[config.mk]
export PLATFORM = sky130hd
export DESIGN_NAME = i2c_slave_wr
export DESIGN_NICKNAME = d
export VERILOG_FILES = /design/src/rtl/i2c_slave_wr.sv
export SDC_FILE = /design/constraint.sdc
export NUM_CORES = 1
export LEC_CHECK = 0
export BUFFER_PORTS_ARGS = -buffer_cell sky130_fd_sc_hd__buf_4
export CORE_MARGIN = 2
export CORE_UTILIZATION = 61
export DETAILED_ROUTE_END_ITERATION = 10
export HOLD_SLACK_MARGIN = 0.15
export PLACE_DENSITY = 0.91
export SLEW_MARGIN = 5
export SYNTH_ARGS = -nofsm -noshare
export SYNTH_HDL_FRONTEND = slang
export SYNTH_SLANG_ARGS = --single-unit
[constraint.sdc]
create_clock -name clock_sys -period 3.55 [get_ports clock_sys]
set_input_delay 0.355 -clock clock_sys [delete_from_list [all_inputs] [get_ports clock_sys]]
set_output_delay 0.355 -clock clock_sys [all_outputs]
set_load 0.05 [all_outputs]
[src/rtl/i2c_slave_wr.sv]
// i2c_slave_wr: I2C/SCCB write-only responder for 4-byte register write frames
// (device address + W, register address high, register address low, data).
// The bus is oversampled on clock_sys. Each completed write appears as a
// one-cycle wr_valid strobe with a 16-bit address and 8-bit data.
module i2c_slave_wr #(
    parameter logic [6:0] DEV_ADDR = 7'h3C
) (
    input  logic        clock_sys,
    input  logic        camera_rst,
    input  logic        i2c_sclk,
    input  logic        i2c_sdat_in,
    output logic        i2c_sdat_oe,
    output logic        wr_valid,
    output logic [15:0] wr_addr,
    output logic [7:0]  wr_data,
    output logic        busy,
    output logic        err,
    output logic [3:0]  state_dbg
);

    typedef enum logic [3:0] {
        IDLE, DEV, ACK_DEV, AH, ACK_AH, AL, ACK_AL, DATA, ACK_D, IGNORE
    } state_t;

    state_t      state_q, state_n;
    logic        scl_s1, scl_s2, scl_h, sda_s1, sda_s2, sda_h;
    logic        scl_rise_q, scl_fall_q, start_q, stop_q, sda_q;
    logic [2:0]  bit_cnt_q, bit_cnt_n;
    logic [7:0]  shift_q, shift_n, byte_in;
    logic        ack_on_q, ack_on_n;     // 1 while this block is pulling SDA for an ACK
    logic        ack_slot_q, ack_slot_n; // IGNORE: next SCL rise is an ACK clock, not data
    logic        ign_err_q, ign_err_n;   // IGNORE entered after a completed write
    logic [7:0]  addr_hi_q, addr_hi_n, addr_lo_q, addr_lo_n, data_sh_q, data_sh_n;
    logic        oe_n, wr_valid_n, err_n;
    logic [15:0] wr_addr_n;
    logic [7:0]  wr_data_n;
    logic        incomplete;

    // Two-flop synchronizers, history flops and registered bus-event flags.
    // SDA is captured alongside the flags so a sampled bit lines up with its rise.
    always_ff @(posedge clock_sys) begin
        if (camera_rst) begin
            scl_s1 <= 1'b1; scl_s2 <= 1'b1; scl_h <= 1'b1;
            sda_s1 <= 1'b1; sda_s2 <= 1'b1; sda_h <= 1'b1;
            scl_rise_q <= 1'b0; scl_fall_q <= 1'b0;
            start_q    <= 1'b0; stop_q     <= 1'b0;
            sda_q      <= 1'b1;
        end else begin
            scl_s1 <= i2c_sclk;    scl_s2 <= scl_s1; scl_h <= scl_s2;
            sda_s1 <= i2c_sdat_in; sda_s2 <= sda_s1; sda_h <= sda_s2;
            scl_rise_q <= scl_s2 & ~scl_h;
            scl_fall_q <= ~scl_s2 & scl_h;
            start_q    <= scl_s2 & scl_h & sda_h & ~sda_s2;
            stop_q     <= scl_s2 & scl_h & ~sda_h & sda_s2;
            sda_q      <= sda_s2;
        end
    end

    assign byte_in    = {shift_q[6:0], sda_q};
    assign incomplete = (state_q == AH) || (state_q == ACK_AH) || (state_q == AL) ||
                        (state_q == ACK_AL) || (state_q == DATA) || (state_q == ACK_D);

    // Next-state and output logic; START/STOP override bit handling.
    always_comb begin
        state_n    = state_q;
        bit_cnt_n  = bit_cnt_q;
        shift_n    = shift_q;
        ack_on_n   = ack_on_q;
        ack_slot_n = ack_slot_q;
        ign_err_n  = ign_err_q;
        addr_hi_n  = addr_hi_q;
        addr_lo_n  = addr_lo_q;
        data_sh_n  = data_sh_q;
        oe_n       = i2c_sdat_oe;
        wr_valid_n = 1'b0;
        wr_addr_n  = wr_addr;
        wr_data_n  = wr_data;
        err_n      = 1'b0;
        if (stop_q || start_q) begin
            state_n    = stop_q ? IDLE : DEV;
            bit_cnt_n  = 3'd0;
            oe_n       = 1'b0;
            ack_on_n   = 1'b0;
            ack_slot_n = 1'b0;
            ign_err_n  = 1'b0;
            err_n      = incomplete;
        end else begin
            case (state_q)
                DEV, AH, AL, DATA: begin
                    if (scl_rise_q) begin
                        shift_n   = byte_in;
                        bit_cnt_n = bit_cnt_q + 3'd1;
                        if (bit_cnt_q == 3'd7) begin
                            case (state_q)
                                DEV: begin
                                    if (byte_in == {DEV_ADDR, 1'b0}) begin
                                        state_n = ACK_DEV;
                                    end else begin
                                        state_n    = IGNORE;
                                        ack_slot_n = 1'b1;
                                        ign_err_n  = 1'b0;
                                        err_n      = (byte_in == {DEV_ADDR, 1'b1});
                                    end
                                end
                                AH:      begin addr_hi_n = byte_in; state_n = ACK_AH; end
                                AL:      begin addr_lo_n = byte_in; state_n = ACK_AL; end
                                default: begin data_sh_n = byte_in; state_n = ACK_D;  end
                            endcase
                        end
                    end
                end
                ACK_DEV, ACK_AH, ACK_AL, ACK_D: begin
                    if (scl_fall_q) begin
                        if (!ack_on_q) begin
                            oe_n     = 1'b1;
                            ack_on_n = 1'b1;
                        end else begin
                            oe_n     = 1'b0;
                            ack_on_n = 1'b0;
                            case (state_q)
                                ACK_DEV: state_n = AH;
                                ACK_AH:  state_n = AL;
                                ACK_AL:  state_n = DATA;
                                default: begin
                                    state_n    = IGNORE;
                                    ign_err_n  = 1'b1;
                                    ack_slot_n = 1'b0;
                                    wr_valid_n = 1'b1;
                                    wr_addr_n  = {addr_hi_q, addr_lo_q};
                                    wr_data_n  = data_sh_q;
                                end
                            endcase
                        end
                    end
                end
                IGNORE: begin
                    if (scl_rise_q) begin
                        if (ack_slot_q) begin
                            ack_slot_n = 1'b0;
                        end else begin
                            bit_cnt_n = bit_cnt_q + 3'd1;
                            if (bit_cnt_q == 3'd7) begin
                                ack_slot_n = 1'b1;
                                err_n      = ign_err_q;
                            end
                        end
                    end
                end
                default: ;
            endcase
        end
    end

    // State and output registers.
    always_ff @(posedge clock_sys) begin
        if (camera_rst) begin
            state_q     <= IDLE;
            bit_cnt_q   <= 3'd0;
            shift_q     <= 8'h00;
            ack_on_q    <= 1'b0;
            ack_slot_q  <= 1'b0;
            ign_err_q   <= 1'b0;
            addr_hi_q   <= 8'h00;
            addr_lo_q   <= 8'h00;
            data_sh_q   <= 8'h00;
            i2c_sdat_oe <= 1'b0;
            wr_valid    <= 1'b0;
            wr_addr     <= 16'h0000;
            wr_data     <= 8'h00;
            err         <= 1'b0;
        end else begin
            state_q     <= state_n;
            bit_cnt_q   <= bit_cnt_n;
            shift_q     <= shift_n;
            ack_on_q    <= ack_on_n;
            ack_slot_q  <= ack_slot_n;
            ign_err_q   <= ign_err_n;
            addr_hi_q   <= addr_hi_n;
            addr_lo_q   <= addr_lo_n;
            data_sh_q   <= data_sh_n;
            i2c_sdat_oe <= oe_n;
            wr_valid    <= wr_valid_n;
            wr_addr     <= wr_addr_n;
            wr_data     <= wr_data_n;
            err         <= err_n;
        end
    end

    assign busy      = (state_q != IDLE);
    assign state_dbg = state_q;

endmodule
Word-level counts from Yosys, hierarchy flattened
Index checks and enable logic that the tools add are counted. W data, S select, Z words.

Word-level logic and storage cells: 137. Flip-flop bits (word level): 77. ROM bits: 0. Memories kept: 0. Latch bits: 0. Bits in writable memories: 0. Output and inout port bits: 32.

Reduce and logical (&&, ||, !) cells: 27. Multiplexer cells: 44. Divide/modulo/power cells: 0. Add/sub/neg operators: 1. Eq/ne operators: 25. Magnitude comparators: 0. Shift operators: 0. Multipliers: 0. Bitwise gates (word level): 17.

Operators with widths (count): $mux W1 (28); $reduce_and A5 Y1 (5); $mux W4 (6); $pmux W4 S3 (2); $ne A2 B2 Y1 const B (9); $eq A4 B3 Y1 const B (4); $eq A8 B7 Y1 const B (2); $ne A3 B3 Y1 const B (4); $not A1 Y1 (10); $mux W3 (3); $reduce_and A9 Y1 (1); $eq A4 B2 Y1 const B (2); $eq A4 B4 Y1 const B (2); $pmux W4 S2 (1); $reduce_and A8 Y1 (1); $reduce_or A4 Y1 (2); $and A1 B1 Y1 (7); $logic_or A1 B1 Y1 (6); $pmux W3 S2 (1); $reduce_bool A3 Y1 (2); $reduce_or A3 Y1 (2); $reduce_or A5 Y1 (1); $eq A4 B1 Y1 const B (1); $pmux W1 S2 (2); other kinds (9) (10).

Longest topological paths before layout
Depth in word-level cells: 7. Gate-level depth with buffers: 7.

Worst setup path before layout
Ideal clock, no wire load.

Kind: register -> register. Start point: reg state_q[0], in the netlist state_dbg[0]. End point: reg state_q[1], in the netlist state_dbg[1]. Setup time: 0.067 ns. Setup slack: 1.443 ns. Period minus slack after synthesis: 2.107 ns. Cell stages (with the launch flop): 5. Buffers on the path: 0. Data arrival time: 2.040 ns. Cells stage by stage: dfxtp_1 or4b_4 or4_1 a22o_1 a21oi_2.

Word-level cells in the longest chain between the ends: 6.

RTL lines: from (decl) (line 25) `state_t state_q, state_n;`; from (signal assigned) (line 172) `state_q <= state_n;`; $eq A4 B3 Y1 (tied with other cells) (line 88, 120); $pmux W4 S3 (on tied branches) (line 120, 94); $mux W4 (on tied branches) (line 114, 93); $mux W4 (on tied branches) (line 113, 90); $pmux W4 S2 (line 88) `case (state_q)`; $mux W4 (line 79) `if (stop_q || start_q) begin`.

Parallel ways exist; a longest one is shown, timed or not. The select of a mux whose other input is x is not followed. A chain may end at the register's enable or synchronous reset.

Worst setup path after layout
Start point: reg state_q[3], in the netlist state_dbg[3]. End point: reg wr_addr[11].

Word-level cells in the longest chain between the ends: 4.

RTL lines: $eq A4 B3 Y1 / $eq A4 B2 Y1 (equally long branches) (line 88, 120); $reduce_or A3 Y1 (no source line); $not A1 Y1 (no source line); $reduce_and A5 Y1 (no source line) *; to (signal assigned) (line 183) `wr_addr <= wr_addr_n;`; to (decl) (line 14) `output logic [15:0] wr_addr,`.

Mark *: on every way between the ends. The rest lies on a longest branch, timed or not.

==> reports/results.md <==
- **number of buffers between clock root and the deepest sink** 2
- **Final setup viols** 0
- **number of non-filler instances in the completed layout** 428
- **row count** 25
- **ANT cells** 0
- **Post-CTS Hold Fix Bufs** 0
- **pin count of the biggest net entering global routing** 68
- **combined global-route utilization of all metal layers** 24.1%
- **wire length of the first global-routing pass** 9.92 mm
- **vertical die dimension** 74.1 um
- **portion of total power attributed to the clock network** 40.1%
- **Post-DP HPWL** 3.89 mm
- **H-tree depth reported by CTS** 3
- **commonest non-fill, non-tap cells in the layout** dfxtp_1 (77), nand2_1 (52), nor2_1 (45)
- **total standard cell area after synthesis** 0.00300 mm2
- **CORE AREA** 0.00472 mm2
- **number of different library cells in the post-synthesis netlist** 44
- **share of post-route cells with drive strength above 1** 16.9%
- **floorplan die area** 0.00550 mm2
- **number of cells on the worst reg-to-reg path** 4
- **CTS tree** built
- **post-route setup TNS** 0 ns
- **leakage** 1.48 nW
- **critical path type** flop to flop
- **warning count from the yosys run** 0
- **number of cells in the design after placement** 413
- **kind of cell adding the most delay to the critical path** simple AND/OR/NAND/NOR gates
- **final design utilization** 72.7%
- **instance count along the most critical hold path** 2
- **count of buffers from port buffering** 35
- **Tightest Pin Transition** 0.909 ns
- **run status** finished, final reports clean
- **worst clock skew** 0.00744 ns
- **clock slew seen by the registers of the worst setup and hold paths** 0.07 ns
- **Reg power frac** 57.9%
- **CTS root buf** clkbuf_8
- **number of design-rule violations left by the first detailed-router iteration** 222
- **max-cap viol count** 0
- **internal power of the cells** 1.16 mW
- **Req. time, crit path** 3.75 ns
- **period utilization** 69.6%
- **prevailing post-synth register cell** dfxtp_1
- **endpoint kind of the worst setup timing path** flop
- **total via count after detailed routing** 2353
- **Net Sw Power** 0.342 mW
- **antenna violations before repair** 0
- **area leader, netlist** dfxtp_1
- **Worst Slack Setup Final** 1.08 ns
- **post-synthesis area per instance** 9.01 um2
- **length of the first detailed-routing pass in iterations** 4
- **I/O pin total** 36
- **routability-driven placement congestion ratio** 0.920
- **Die X-Extent** 74.1 um
- **number of max-slew violations in the final report** 0
- **data arrival time of the worst path** 2.67 ns
- **finished layout cell area** 0.00344 mm2
- **slowest stage delay, CP** 0.73 ns
- **power per cell area** 438 mW/mm2
- **RSZ-0062 raised after global routing** false
- **DRC violations left** 0
- **class of the tightest hold or removal check** input port to flop
- **number of nets still failing antenna checks after routing** 0
- **placement-stage worst setup slack** 1.00 ns
- **highest-delay cell along the critical path** nand3_1
- **ranking of synthesized cells by area** dfxtp_1 (51%), mux2i_1 (11%), nand2_1 (6.5%)
- **Post-Route Hold Slack** 0.193 ns
- **number of enable-type register cells in the synthesized netlist** 0
- **startpoint kind of the worst setup timing path** flop
- **min Tclk post-route** 2.47 ns
- **number of buffers inserted by post-CTS setup repair** 0
- **sum of buffers and inverters on the critical path** 0
- **clock sink count** 77
- **share of the synthesized area in the top cell type** 51.4%
- **vias in the first global route** 2060
- **clock latency on the worst-skew pair** 0.35 ns
- **area after detailed placement** 0.00326 mm2
- **maximum fanout along the worst path** 24
- **final-layout fill cell count** 355
- **switching fraction of total power** 22.7%
- **fraction of power consumed by combinational cells** 2.1%
- **Area growth syn-to-layout** 14.5%
- **commonest non-fill, non-tap cell in the layout** dfxtp_1
- **Worst VDD drop** 0.000317 V
- **Fmax achieved** 405 MHz
- **average wire length per cell after detail routing** 14.4 um
- **Post-Syn Nets** 339
- **number of buffers added by the clock tree synthesis step** 9
- **count of nets after finishing** 363
- **async set or reset register ratio after synthesis** 0%
- **post-CTS sizing** 0
- **flop and latch count out of synthesis** 77
- **overflow left after global routing** 0
- **post-DR vias/cell** 5.50
- **Synth Instances** 333
- **final total power** 1.51 mW
- **Routed Wire Length** 6.18 mm
- **number of failing hold endpoints at the final stage** 0
- **remaining max-slew budget at the tightest pin** 39.2%
- **initial standard-cell utilization of the core** 63.5%
- **part of the Yosys area used for sequential elements** 51.4%
- **Critical Path Stages** 4
- **cells along the critical path** nor4b_2 > nand3_1 > nand2_1 > a21oi_1
==> power groups by stage <==
stage | registers, mW | clock network (mW) | logic [mW]
after global routing | 0.872 | 0.639 | 0.0341
after global placement | 0.892 | 0 | 0.0308
final | 0.872 | 0.604 | 0.0312
after detailed placement | 0.892 | 0 | 0.0312
after floorplan | 0.892 | 0 | 0.0223
after CTS | 0.871 | 0.607 | 0.0311
==> synthesized netlist by cell type, types with 2 or more instances <==
library cell	count
clkbuf_1	18
nand3b_1	2
nor4_1	2
or4b_4	2
buf_2	4
dfxtp_1	77
nand2_1	52
nor2_1	45
nor3_1	7
a21oi_1	30
mux2i_1	34
and2_1	3
nand3_1	9
ha_1	2
inv_1	5
xor2_1	2
nand2b_1	2
or3_1	2
nand4_1	3
or2_2	7
nor3b_1	2
==> final cells by class <==
type,instances,area (um2),area share [%]
clock inverters,3,21.3,0.619
multi-input cells,229,1350,39.4
repair buffers,35,263,7.65
flip-flops and latches,77,1540,44.9
clock buffers,12,155,4.52
inverters,5,18.8,0.546
well taps,67,83.8,2.44
==> worst reg2reg max path, stage by stage, from the launching register on <==
cell and delay (ns):
dfxtp_1 0.70, nor4b_2 0.50, nand3_1 0.73, nand2_1 0.29, a21oi_1 0.10
==> path summary, 6_finish.rpt <==
kind                             startpoint                  endpoint  slack (ns)
setup / recovery  state_dbg[3]$_SDFFE_PP0P_  wr_addr[11]$_SDFFE_PP0P_        1.08
hold / removal                  i2c_sdat_in         sda_s1$_SDFF_PP1_        0.19
setup reg to reg  state_dbg[3]$_SDFFE_PP0P_  wr_addr[11]$_SDFFE_PP0P_        1.08
hold reg to reg           scl_s1$_SDFF_PP1_         scl_s2$_SDFF_PP1_        0.41
==> state kept, by name (all words and copies together) (netlist names), 3 cells and up <==
register   flops
wr_addr       16
addr_hi_q      8
addr_lo_q      8
data_sh_q      8
wr_data        8
shift_q        7
state_dbg      4
bit_cnt_q      3
==> cell families after synthesis <==
kind of cell,share of synthesized area [%]
and+or+nand+nor,23.4
muxes,11.3
AOI/OAI and AO/OA,8.59
xor gates and xnor gates,0.876
buffers and inverters,3.54
DFF,51.4
adders and majority gates,0.834
==> layer usage <==
metal  wire (um)  global-route usage (%)  part of all wire, %
met3         380                    7.72                  6.1
met1        2920                    32.6                   47
met2        2820                    37.2                   46
met5           0                       0                    0
met4          59                    7.07                 0.95
Power figures use the tool's default switching activity.
